--- src/rtl/ram_arb_pkg.sv ---
// Shared types for the two-requester RAM port arbiter.
// Requester IDs are one bit wide; the in-flight record tracks the single
// access whose response is due in the next cycle.
package ram_arb_pkg;

    localparam int NUM_REQ = 2;

    typedef logic req_id_t;

    typedef struct packed {
        logic    valid;
        req_id_t owner;
    } inflight_t;

endpackage

--- src/rtl/rr_arbiter2.sv ---
// Combinational two-way grant.
// With RAM_ARB_ROUND_ROBIN_EN defined, contention goes to the requester that
// did not win last time; otherwise requester 0 always wins contention.
module rr_arbiter2 (
    input  logic valid_0,
    input  logic valid_1,
`ifdef RAM_ARB_ROUND_ROBIN_EN
    input  logic last_grant,
`endif
    output logic grant_any,
    output logic grant_id
);

    // Pick at most one winner from the two pending requests.
    always_comb begin
        grant_any = valid_0 | valid_1;
        grant_id  = 1'b0;
`ifdef RAM_ARB_ROUND_ROBIN_EN
        if (valid_0 && valid_1) begin
            grant_id = ~last_grant;
        end else if (valid_1) begin
            grant_id = 1'b1;
        end
`else
        if (!valid_0 && valid_1) begin
            grant_id = 1'b1;
        end
`endif
    end

endmodule

--- src/rtl/ram_port_arbiter.sv ---
// Two requesters sharing one single-port RAM with 1-cycle read latency.
// Optional feature macro: RAM_ARB_ROUND_ROBIN_EN (round-robin contention;
// when undefined requester 0 has fixed priority and last_grant is absent).
//
// Handshake: a request transfers on the rising edge where req_valid_n_i and
// req_ready_n_o are both 1. ready is combinational and high only for the
// granted requester; the requester holds addr/wdata/write stable while valid
// is high and not yet accepted. Every accepted request returns exactly one
// rsp_valid_n_o strobe in the following cycle, with no backpressure.
module ram_port_arbiter
    import ram_arb_pkg::*;
#(
    parameter int WORD   = 16,
    parameter int ADDR_W = 8
) (
    input  logic              clk,
    input  logic              rst,

    input  logic              req_valid_0_i,
    output logic              req_ready_0_o,
    input  logic [ADDR_W-1:0] req_addr_0_i,
    input  logic [WORD-1:0]   req_wdata_0_i,
    input  logic              req_write_0_i,
    output logic              rsp_valid_0_o,
    output logic [WORD-1:0]   rsp_rdata_0_o,

    input  logic              req_valid_1_i,
    output logic              req_ready_1_o,
    input  logic [ADDR_W-1:0] req_addr_1_i,
    input  logic [WORD-1:0]   req_wdata_1_i,
    input  logic              req_write_1_i,
    output logic              rsp_valid_1_o,
    output logic [WORD-1:0]   rsp_rdata_1_o,

    output logic              ram_en_o,
    output logic [ADDR_W-1:0] ram_addr_o,
    output logic [WORD-1:0]   ram_data_o,
    output logic              ram_write_o,
    input  logic [WORD-1:0]   ram_data_i
);

    logic      arb_valid_0;
    logic      arb_valid_1;
    logic      grant_any;
    req_id_t   grant_id;
    inflight_t inflight;

    // Requests are invisible to the arbiter while reset is held.
    assign arb_valid_0 = req_valid_0_i & ~rst;
    assign arb_valid_1 = req_valid_1_i & ~rst;

`ifdef RAM_ARB_ROUND_ROBIN_EN
    req_id_t last_grant;

    rr_arbiter2 u_arb (
        .valid_0    (arb_valid_0),
        .valid_1    (arb_valid_1),
        .last_grant (last_grant),
        .grant_any  (grant_any),
        .grant_id   (grant_id)
    );

    // Remember the most recent winner; reset to 1 so requester 0 wins first.
    always_ff @(posedge clk) begin
        if (rst) begin
            last_grant <= 1'b1;
        end else if (grant_any) begin
            last_grant <= grant_id;
        end
    end
`else
    rr_arbiter2 u_arb (
        .valid_0    (arb_valid_0),
        .valid_1    (arb_valid_1),
        .grant_any  (grant_any),
        .grant_id   (grant_id)
    );
`endif

    assign req_ready_0_o = grant_any & (grant_id == 1'b0);
    assign req_ready_1_o = grant_any & (grant_id == 1'b1);

    // Steer the granted request onto the RAM port; idle port drives zeros.
    always_comb begin
        ram_en_o    = 1'b0;
        ram_addr_o  = '0;
        ram_data_o  = '0;
        ram_write_o = 1'b0;
        if (grant_any) begin
            ram_en_o = 1'b1;
            if (grant_id == 1'b0) begin
                ram_addr_o  = req_addr_0_i;
                ram_data_o  = req_wdata_0_i;
                ram_write_o = req_write_0_i;
            end else begin
                ram_addr_o  = req_addr_1_i;
                ram_data_o  = req_wdata_1_i;
                ram_write_o = req_write_1_i;
            end
        end
    end

    // One-deep in-flight record: overwritten every cycle, so grants can
    // issue back to back while the previous response drains.
    always_ff @(posedge clk) begin
        if (rst) begin
            inflight <= '0;
        end else begin
            inflight <= '{valid: grant_any, owner: grant_id};
        end
    end

    // Response strobes; reset squashes a pending response immediately.
    assign rsp_valid_0_o = inflight.valid & (inflight.owner == 1'b0) & ~rst;
    assign rsp_valid_1_o = inflight.valid & (inflight.owner == 1'b1) & ~rst;
    assign rsp_rdata_0_o = rsp_valid_0_o ? ram_data_i : '0;
    assign rsp_rdata_1_o = rsp_valid_1_o ? ram_data_i : '0;

endmodule

--- config.mk ---
export PLATFORM = sky130hd
export DESIGN_NAME = ram_port_arbiter
export DESIGN_NICKNAME = d
export VERILOG_FILES = /design/src/rtl/ram_arb_pkg.sv /design/src/rtl/rr_arbiter2.sv /design/src/rtl/ram_port_arbiter.sv
export SDC_FILE = /design/constraint.sdc
export NUM_CORES = 1
export LEC_CHECK = 0
export CORE_MARGIN = 2
export CORE_UTILIZATION = 21
export CTS_CLUSTER_DIAMETER = 120
export DETAILED_ROUTE_END_ITERATION = 7
export GPL_ROUTABILITY_DRIVEN = 1
export PLACE_DENSITY = 0.76
export REMOVE_ABC_BUFFERS = 1
export SYNTH_ARGS = -nofsm -noshare
export SYNTH_HDL_FRONTEND = slang
export SYNTH_SLANG_ARGS = --single-unit
--- constraint.sdc ---
create_clock -name clk -period 0.88 [get_ports clk]
set_input_delay 0.132 -clock clk [delete_from_list [all_inputs] [get_ports clk]]
set_output_delay 0.132 -clock clk [all_outputs]
set_load 0.03 [all_outputs]
==> flow_summary_export.csv, run 1 <==
group,metric,value,unit
critical_path,crit_path_start,"inflight[1]",
placement,hpwlAfterDp,3160,µm
global_route,grt_max_degree,14,
pwr,ir_worst_vdd,354,µV
timing,setup_viol,61,
cts,cts_hold_buf,0,
cells_and_area,reg_top3,"inflight (2)",
cts,clk_pin_slew,0.03,ns
timing,slew_headroom,82.0,%
critical_path,cp-start-kind,"flop",
timing,slew_violations,0,
placement,port_buffers,131,
cts,numCtsBuffers,3,
critical_path,worstPathRequired,0.75,ns
cts,cts_tree,"built",
synth,ys_ff_latch,2,
status,outcome,"finished with violations",
timing,hold_viol,0,
synth,avgSynthCellArea,5.69,µm²
cts,root_buffer,"clkbuf_8",
global_route,grt_pass1_vias,1758,
detailed_routing,initialDrtViolationCount,43,
cells_and_area,final_common_cell,"buf_6",
pwr,p_leak,0.00135,µW
detailed_routing,antenna_left,0,
timing,fin_crit_sh,142,%
floorplan,row_count,23,
cts,clock_path_buffers,2,
global_route,antenna_found_initial,0,
cells_and_area,top_register,"inflight",
timing,period_needed,1.25,ns
placement,gp_congestion,0.638,
synth,synth.top_cell.area_share,20.8,%
cells_and_area,fin_nets,372,
run,cap_violations,0,
placement,placed_area,2100,µm²
cells_and_area,area_growth,253,%
status,violations,"setup timing",
critical_path,cp.arrival,1.12,ns
detailed_routing,route.detailed.drc,0,
placement,place_ws,-0.592,ns
cells_and_area,fin_cells,350,
pwr,power_density,617,nW/µm²
worst_hold_path,hold_start,"rst",
worst_hold_path,min_path_cells,4,
floorplan,die-area,4650,µm²
cts,clock_sinks,2,
critical_path,critPathKind,"flop to output pin",
detailed_routing,routed_wl,6050,µm
timing,max_slew.worst_pin.slew,0.270,ns
synth,synth_area_leader_cell,"nand3b_1",
placement,dp.cells,328,
synth,synth_cells,152,
synth,yosysSeqAreaShare,4.63,%
floorplan,core_area,3970,µm²
timing,setup_ws,-0.371,ns
floorplan,io_pins,132,
cells_and_area,insertedDiodeCount,0,
cts,cts_max_level,1,
detailed_routing,vias_per_cell,4.95,
synth,synthTopCellsByArea,"nand3b_1, nor2_1, a21oi_1",
worst_hold_path,whs_endpoint,"inflight[0]",
cells_and_area,largest_reg_flops,2,
worst_hold_path,hold_path.class,"input pin to flop",
synth,yosysWarnings,0,
global_route,track_usage,24.0,%
cells_and_area,fin_util,76.9,%
cells_and_area,final_area,3060,µm²
floorplan,die_h,68.2,µm
cells_and_area,fillers,296,
detailed_routing,wl_per_cell,17.3,µm
cells_and_area,mostFrequentLayoutCells,"buf_6, dlygate4sd2_1, a21oi_2",
floorplan,start_util,21.8,%
critical_path,worstSetupEndpointType,"output pin",
timing,rsz0062_at_grt,"true",
detailed_routing,drtPass1Iterations,4,
global_route,grt_first_pass_wirelength,8290,µm
cells_and_area,drive_gt1_share,59.7,%
global_route,grt_overflow,0,
timing,max_freq,799,MHz
synth,synth_area,865,µm²
critical_path,cp_max_fo,9,
detailed_routing,vias,1733,
floorplan,die_w,68.2,µm
synth,synth_cell_type_count,14,
area by class of cell:
cell class / count / area [µm²] / area share (%)
clock buffers: 3 / 41.3 / 1.35
multi-input cells: 134 / 1100 / 36.1
flip-flops and latches: 2 / 47.5 / 1.56
well taps: 50 / 62.6 / 2.05
repair buffers: 161 / 1800 / 59.0
cells by family (layout without fill, tap and decap cells):
kind of cell	count (synthesis)	count (layout)	share of synthesized area [%]
simple gates	108	109	66.4
compound gates	25	25	14.9
buf+inv	17	164	14.0
flops	2	2	4.63
worst max-delay path by stage:
| stage | endpoint | slack [ns] | cells past startpoint |
|---|---|---|---|
| global route | rsp_rdata_0_o[7] | -0.39 | 4 |
| finish | rsp_rdata_0_o[7] | -0.37 | 4 |
| floorplan | rsp_rdata_0_o[15] | -0.36 | 2 |
| CTS | rsp_rdata_1_o[8] | -0.30 | 4 |
| detailed placement | ram_data_o[3] | -0.59 | 5 |
| global placement | ram_write_o | -0.59 | 5 |
critical path: stages, from the launching register on:
cell,delay [ns]
dfxtp_4,0.36
buf_12,0.11
nand2b_4,0.11
nor2_1,0.14
buf_4,0.19
per-layer routing:
metal	wire [µm]	share of wire (%)	GRT usage (%)	vias up
li1	-	-	-	799
met1	2240	37	25.2	824
met2	3170	52	46.0	98
met3	488	8.1	4.77	12
met4	152	2.5	9.50	0
met5	0	0	0	-
cells in the mapped netlist:
master	number
nand3b_1	24
nand3b_4	1
nand2b_1	17
clkbuf_1	2
a21oi_1	24
buf_4	3
buf_6	5
a21oi_2	1
dfxtp_1	2
nor2_1	37
nor3b_2	2
buf_2	7
nand2_1	26
nor2b_1	1
power breakdown:
group | internal (µW) | switching [µW]
Sequential | 94.1 | 7.14
Clock | 289 | 69.8
Combinational | 729 | 696
Total | 1110 | 773
per-stage QoR:
step                      total power [µW]  hold slack (ns)  setup TNS [ns]
after floorplan                        497            0.201          -11.73
after detailed placement              1140            0.857          -30.98
after CTS                             1840            0.365          -14.45
after global routing                  1980            0.391          -15.81
after global placement                1130            0.854          -30.70
final                                 1890            0.374          -13.92
what timing repair did:
action / in CTS / in global routing
endpoints found under the setup margin: 64 / 62
pin swaps: 68 / 14
gates resized for setup: 233 / 39
buffers inserted: 8 / 3
gates cloned: 12 / 0
(Power assumes the default switching activity.)
==> run 2, diff against run 1 <==
--- a/config.mk
+++ b/config.mk
@@ -7,7 +7,7 @@
 export LEC_CHECK = 0
 export CORE_MARGIN = 2
 export CORE_UTILIZATION = 21
-export CTS_CLUSTER_DIAMETER = 120
+export CTS_CLUSTER_DIAMETER = 100
 export DETAILED_ROUTE_END_ITERATION = 7
 export GPL_ROUTABILITY_DRIVEN = 1
 export PLACE_DENSITY = 0.76
==> results of run 2 <==
No change in the layout: final DEF, timing and power equal those of run 1.
==> run 3, diff against run 2 <==
--- a/config.mk
+++ b/config.mk
@@ -12,6 +12,8 @@
 export GPL_ROUTABILITY_DRIVEN = 1
 export PLACE_DENSITY = 0.76
 export REMOVE_ABC_BUFFERS = 1
+export SETUP_SLACK_MARGIN = 0.15
+export SKIP_CTS_REPAIR_TIMING = 1
 export SYNTH_ARGS = -nofsm -noshare
 export SYNTH_HDL_FRONTEND = slang
 export SYNTH_SLANG_ARGS = --single-unit
==> run 3 against run 2 <==
Against the previous run: die area unchanged; utilization down 2.6 points; wire length down 7.7%; highest routed layer unchanged; first-iteration DRC count down 21%; non-clock buffer count down 2; power down 3.5%; cell area down 3.4%; worst hold slack worse by 0.023 ns; sequential share of layout area down 0.11 points; combinational power down 6%; the flow still finishes with violations (setup timing); global-route usage down 8.9 points; largest cell class unchanged; setup slack better by 0.021 ns.
==> flow_summary_export.csv, run 3 (synthesis gave the netlist of run 1 again) <==
group,metric,value,unit
status,outcome,"finished with violations",
status,violations,"setup timing",
floorplan,io_pins,132,
critical_path,cp-start-kind,"flop",
timing,max_freq,813,MHz
detailed_routing,route.detailed.drc,0,
critical_path,worstSetupEndpointType,"output pin",
cells_and_area,largest_reg_flops,2,
critical_path,cp.arrival,1.10,ns
critical_path,path_cells,"nand2b_4 -> buf_12 -> nor2_1 -> buf_4",
critical_path,crit_end,"rsp_rdata_0_o[14]",
floorplan,die_h,68.2,µm
cts,numCtsBuffers,3,
timing,setup_viol,61,
cts,clock_path_buffers,2,
cts,root_buffer,"clkbuf_8",
placement,gp_congestion,0.638,
critical_path,crit_path_top_delay_cell,"dfxtp_2",
timing,period_needed,1.23,ns
detailed_routing,vias_per_cell,4.84,
cts,clk_pin_slew,0.03,ns
pwr,power_frac_seq,5.7,%
placement,port_buffers,131,
critical_path,cp_max_fo,17,
global_route,antenna_found_initial,0,
global_route,gr-usage-met3,3.95,%
cells_and_area,top_register,"inflight",
timing,max_slew.worst_pin.slew,0.231,ns
critical_path,max_stage_delay,0.31,ns
global_route,grt_most_used_layer,"met2",
global_route,track_usage,15.1,%
critical_path,critPathKind,"flop to output pin",
pwr,combPwrFrac,74.5,%
global_route,grt_overflow,0,
detailed_routing,initialDrtViolationCount,34,
floorplan,die-area,4650,µm²
detailed_routing,wl_per_cell,16.1,µm
pwr,intPower,1110,µW
floorplan,start_util,21.8,%
run,cap_violations,0,
floorplan,core_area,3970,µm²
timing,rsz0062_at_grt,"true",
global_route,grt_use_met2,27.9,%
timing,slew_headroom,84.6,%
floorplan,row_count,23,
critical_path,worstPathRequired,0.75,ns
critical_path,path_depth,4,
cells_and_area,insertedDiodeCount,0,
global_route,gr-usage-met1,16.0,%
floorplan,die_w,68.2,µm
cells_and_area,reg_top3,"inflight (2)",
critical_path,crit_path_start,"inflight[0]",
timing,slew_violations,0,
cells_and_area,final_common_cell,"buf_6",
pwr,power.switching,709,µW
cts,clock_sinks,2,
detailed_routing,routed_wl,5580,µm
cells_and_area,mostFrequentLayoutCells,"buf_6, dlymetal6s2s_1, nand3b_1",
cts,cts_tree,"built",
cts,cts_max_level,1,
cells_and_area,drive_gt1_share,51.9,%
placement,hpwlAfterDp,3160,µm
detailed_routing,antenna_left,0,
critical_path,crit_family,"buffers and inverters",
timing,fin_crit_sh,140,%
cells_and_area,fin_util,74.3,%
detailed_routing,drtPass1Iterations,4,
pwr,p_leak,0.00161,µW
detailed_routing,vias,1681,
cells_and_area,area_growth,241,%
placement,dp.cells,328,
global_route,grt_first_pass_wirelength,5450,µm
pwr,ir_worst_vdd,428,µV
pwr,switching_share,39.0,%
cells_and_area,fin_cells,347,
pwr,p_clk_share,19.9,%
global_route,grt_pass1_vias,1277,
global_route,grt_max_degree,34,
critical_path,crit_buf_inv,2,
timing,hold_viol,0,
worst_hold_path,hold_path.class,"input pin to flop",
pwr,power_density,616,nW/µm²
cells_and_area,fin_nets,369,
timing,setup_ws,-0.350,ns
-- run 3: how the worst min path moves through the flow --
stage | cells past startpoint | to | from
2_1_floorplan | 1 | inflight[0] | rst
3_3_place_gp | 4 | rsp_rdata_1_o[10] | inflight[0]
3_5_place_dp | 4 | rsp_rdata_1_o[10] | inflight[0]
4_1_cts | 3 | inflight[0] | req_valid_1_i
5_1_grt | 4 | inflight[0] | rst
6_report | 4 | inflight[0] | rst
-- run 3: cell type report --
| class | count | area [µm²] |
|---|---|---|
| repair buffers | 159 | 1890 |
| fillers | 291 | 1020 |
| multi-input cells | 133 | 917 |
| well taps | 50 | 62.6 |
| flip-flops and latches | 2 | 42.5 |
| clock buffers | 3 | 41.3 |
-- run 3: through the flow --
stage	worst slack, ns	total power [µW]	hold WS [ns]	setup TNS [ns]	area [µm²]
after floorplan	-0.358	497	0.201	-11.73	743
after global placement	-0.590	1130	0.854	-30.70	2100
after detailed placement	-0.592	1140	0.857	-30.98	2100
after CTS	-0.592	1500	0.795	-30.71	2140
after global routing	-0.386	1910	0.352	-15.67	2950
final	-0.350	1820	0.351	-13.71	2950
-- run 3: power groups by stage --
| stage | Combinational, µW | Clock (µW) | Sequential (µW) |
|---|---|---|---|
| floorplan | 398 | 0 | 99.2 |
| global placement | 1030 | 0 | 99.4 |
| detailed placement | 1040 | 0 | 99.5 |
| finish | 1350 | 362 | 103 |
| CTS | 1040 | 367 | 98.5 |
| global route | 1420 | 380 | 103 |
-- run 3: routing by layer --
metal | part of all wire (%) | vias to the layer above
li1 | - | 790
met1 | 36 | 776
met2 | 50 | 103
met3 | 10 | 12
met4 | 2.7 | 0
met5 | 0 | -
==> RTL change, RTL diff (config.mk and constraints of run 1) <==
The parameter `WORD` goes from 16 to 32.
--- a/src/rtl/ram_port_arbiter.sv
+++ b/src/rtl/ram_port_arbiter.sv
@@ -12,3 +12,3 @@
 #(
-    parameter int WORD   = 16,
+    parameter int WORD   = 32,
     parameter int ADDR_W = 8
Ports: changed (6 resized); port bits go from 132 to 228. The function was not compared with the original's and may differ.
==> RTL change against run 1 <==
  * The run still ends with setup timing left
  * Count of clock-buffer cells in the layout unchanged
  * Cell area rose by 64%
  * Wire length up 79%
  * Combinational power up 69%
  * Setup slack lost 0.061 ns
  * Highest routed layer unchanged
  * Critical path type unchanged
  * Power increased by 52%
  * Synthesized area is 66% higher
  * Critical endpoint is now rsp_rdata_0_o[19]
  * Sequential cell count unchanged
==> RTL change: results (changes against run 1) <==
* **run status** finished, violations left, unchanged
* **violated checks** setup timing, unchanged
* **fraction of power spent switching nets** 42.3%, was 41.0%
* **Post-Layout Cell Count** 582, was 350
* **minimum setup slack after placement** -0.578 ns, was -0.592 ns
* **global-route usage over all layers** 25.2%, was 24.0%
* **drt pass-1 iters** 4, unchanged
* **most numerous cell types in the synthesized netlist** nor2_1, nand2_1, nand3b_1, nand2b_1, a21oi_1, was nor2_1, nand2_1, a21oi_1, nand3b_1, nand2b_1
* **number of antenna violations at the first check in global routing** 1, was 0
* **DPL Wire Length** 5.73 mm, was 3.16 mm
* **Clock power frac** 12.5%, was 19.0%
* **sequential area share after synthesis** 2.79%, was 4.63%
* **wire length per cell** 18.6 um, was 17.3 um
* **maximum clock insertion buffer count** 2, unchanged
* **CTS Root Cell** clkbuf_8, unchanged
* **final RePlAce weighted congestion** 0.786, was 0.638
* **share of layout cells above drive strength 1** 55.7%, was 59.7%
* **level count of the clock H-tree** 1, unchanged
* **instance count after placement with tap cells included** 551, was 328
* **Via-to-Cell Ratio** 5.03, was 4.95
* **Critical Path Max Stage Delay** 0.32 ns, was 0.36 ns
* **maximum vdd ir drop** 0.327 mV, was 0.354 mV
* **count of unique library cells instantiated by Yosys** 14, unchanged
* **largest net degree at the start of global routing** 34, was 14
* **Combinational Power Share** 83.9%, was 75.6%
* **number of synthesis warnings** 0, unchanged
* **Nets** 621, was 372
* **Port Buffers** 227, was 131
* **filler instances** 491, was 296
* **count of buffers added by post-CTS timing repair for setup** 11, was 8
* **maximum fanout count along the critical path** 16, was 9
* **CTS Buf Count** 3, unchanged
* **PostCTS Resize Cnt** 220, was 233
* **cell leakage power** 2.26 nW, was 1.35 nW
* **kind of path behind the tightest hold check** in -> reg, unchanged
* **Final Worst Setup Slack** -0.432 ns, was -0.371 ns
* **global-route wire length before repair** 15.1 mm, was 8.29 mm
* **Critical Path Slowest Stage Cell** dfxtp_2, was dfxtp_4
* **clk slew on worst S/H paths** 0.03 ns, about the same
* **data arrival time of the worst path** 1.18 ns, was 1.12 ns
* **starting DRC count in detailed routing** 48, was 43
* **cells taking the most area after synthesis** nand3b_1, nor2_1, nand2b_1, a21oi_1, nand2_1, was nand3b_1, nor2_1, a21oi_1, nand2b_1, nand2_1
* **Mean Syn Cell Area** 5.50 sq um, was 5.69 sq um
* **flip-flop cell with the highest count after synthesis** dfxtp_1, unchanged
* **Max transition margin** 86.3%, was 82.0%
* **post-route setup TNS** -32.30 ns, was -13.92 ns
* **Synth async-reset ratio** 0%, unchanged
* **via count of the first global-routing pass** 2984, was 1758
* **registers with the most flip-flops** inflight: 2 flops, unchanged
* **count of final setup violators** 110, was 61
## RTL change: changes by cell type after synthesis, moves of 2 or more
cell             run 1  this run
nor2_1              37        69
nand3b_1            24        41
nand2_1             26        42
nand2b_1            17        33
buf_2                7        18
a21oi_1             24        32
a21oi_2              1         9
buf_6                5         8
nor3b_1              0         2
nor3b_2              2         0
## RTL change: through the flow
| step | hold WS [ns] | power (mW) | instance area [sq um] |
|---|---|---|---|
| finish | 0.383 | 2.87 | 5000 |
| global route | 0.401 | 3.00 | 5000 |
| CTS | 0.403 | 2.79 | 4690 |
| detailed placement | 0.654 | 1.83 | 3530 |
| global placement | 0.657 | 1.82 | 3530 |
| floorplan | 0.204 | 0.781 | 1230 |
## RTL change: final timing paths
path                          startpoint                      to  slack [ns]  depth (start not counted)
setup / recovery  inflight[0]$_SDFF_PP0_       rsp_rdata_0_o[19]       -0.43                          4
hold / removal                       rst  inflight[1]$_SDFF_PP0_        0.38                          4
## RTL change: metal layers
layer	track usage, %	share of wire [%]	routed length, um
met2	48.0	53	5780
met1	27.0	35	3810
met4	8.81	2.8	309
met3	5.52	8.8	960
met5	0	0	0
## RTL change: area by class of cell
type | instances | area (sq um) | share of cell area [%]
Clock buffer | 3 | 41.3 | 0.826
Tap cell | 80 | 100 | 2.00
Multi-Input combinational cell | 229 | 1610 | 32.2
Timing Repair Buffer | 267 | 3200 | 64.1
Antenna cell | 1 | 2.50 | 0.0501
Sequential cell | 2 | 45.0 | 0.901
## RTL change: kinds of logic after synthesis
logic type,share of synthesized area [%]
DFF,2.79
buffers and inverters,14.2
AOI/OAI and AO/OA,16.7
and+or+nand+nor,66.3
## RTL change: worst max-delay path: cells and delay by family, from the launching register on
family	cells	cell delay, ns
flip-flops	1	0.32
buffers and inverters	2	0.33
AND/OR/NAND/NOR	2	0.31
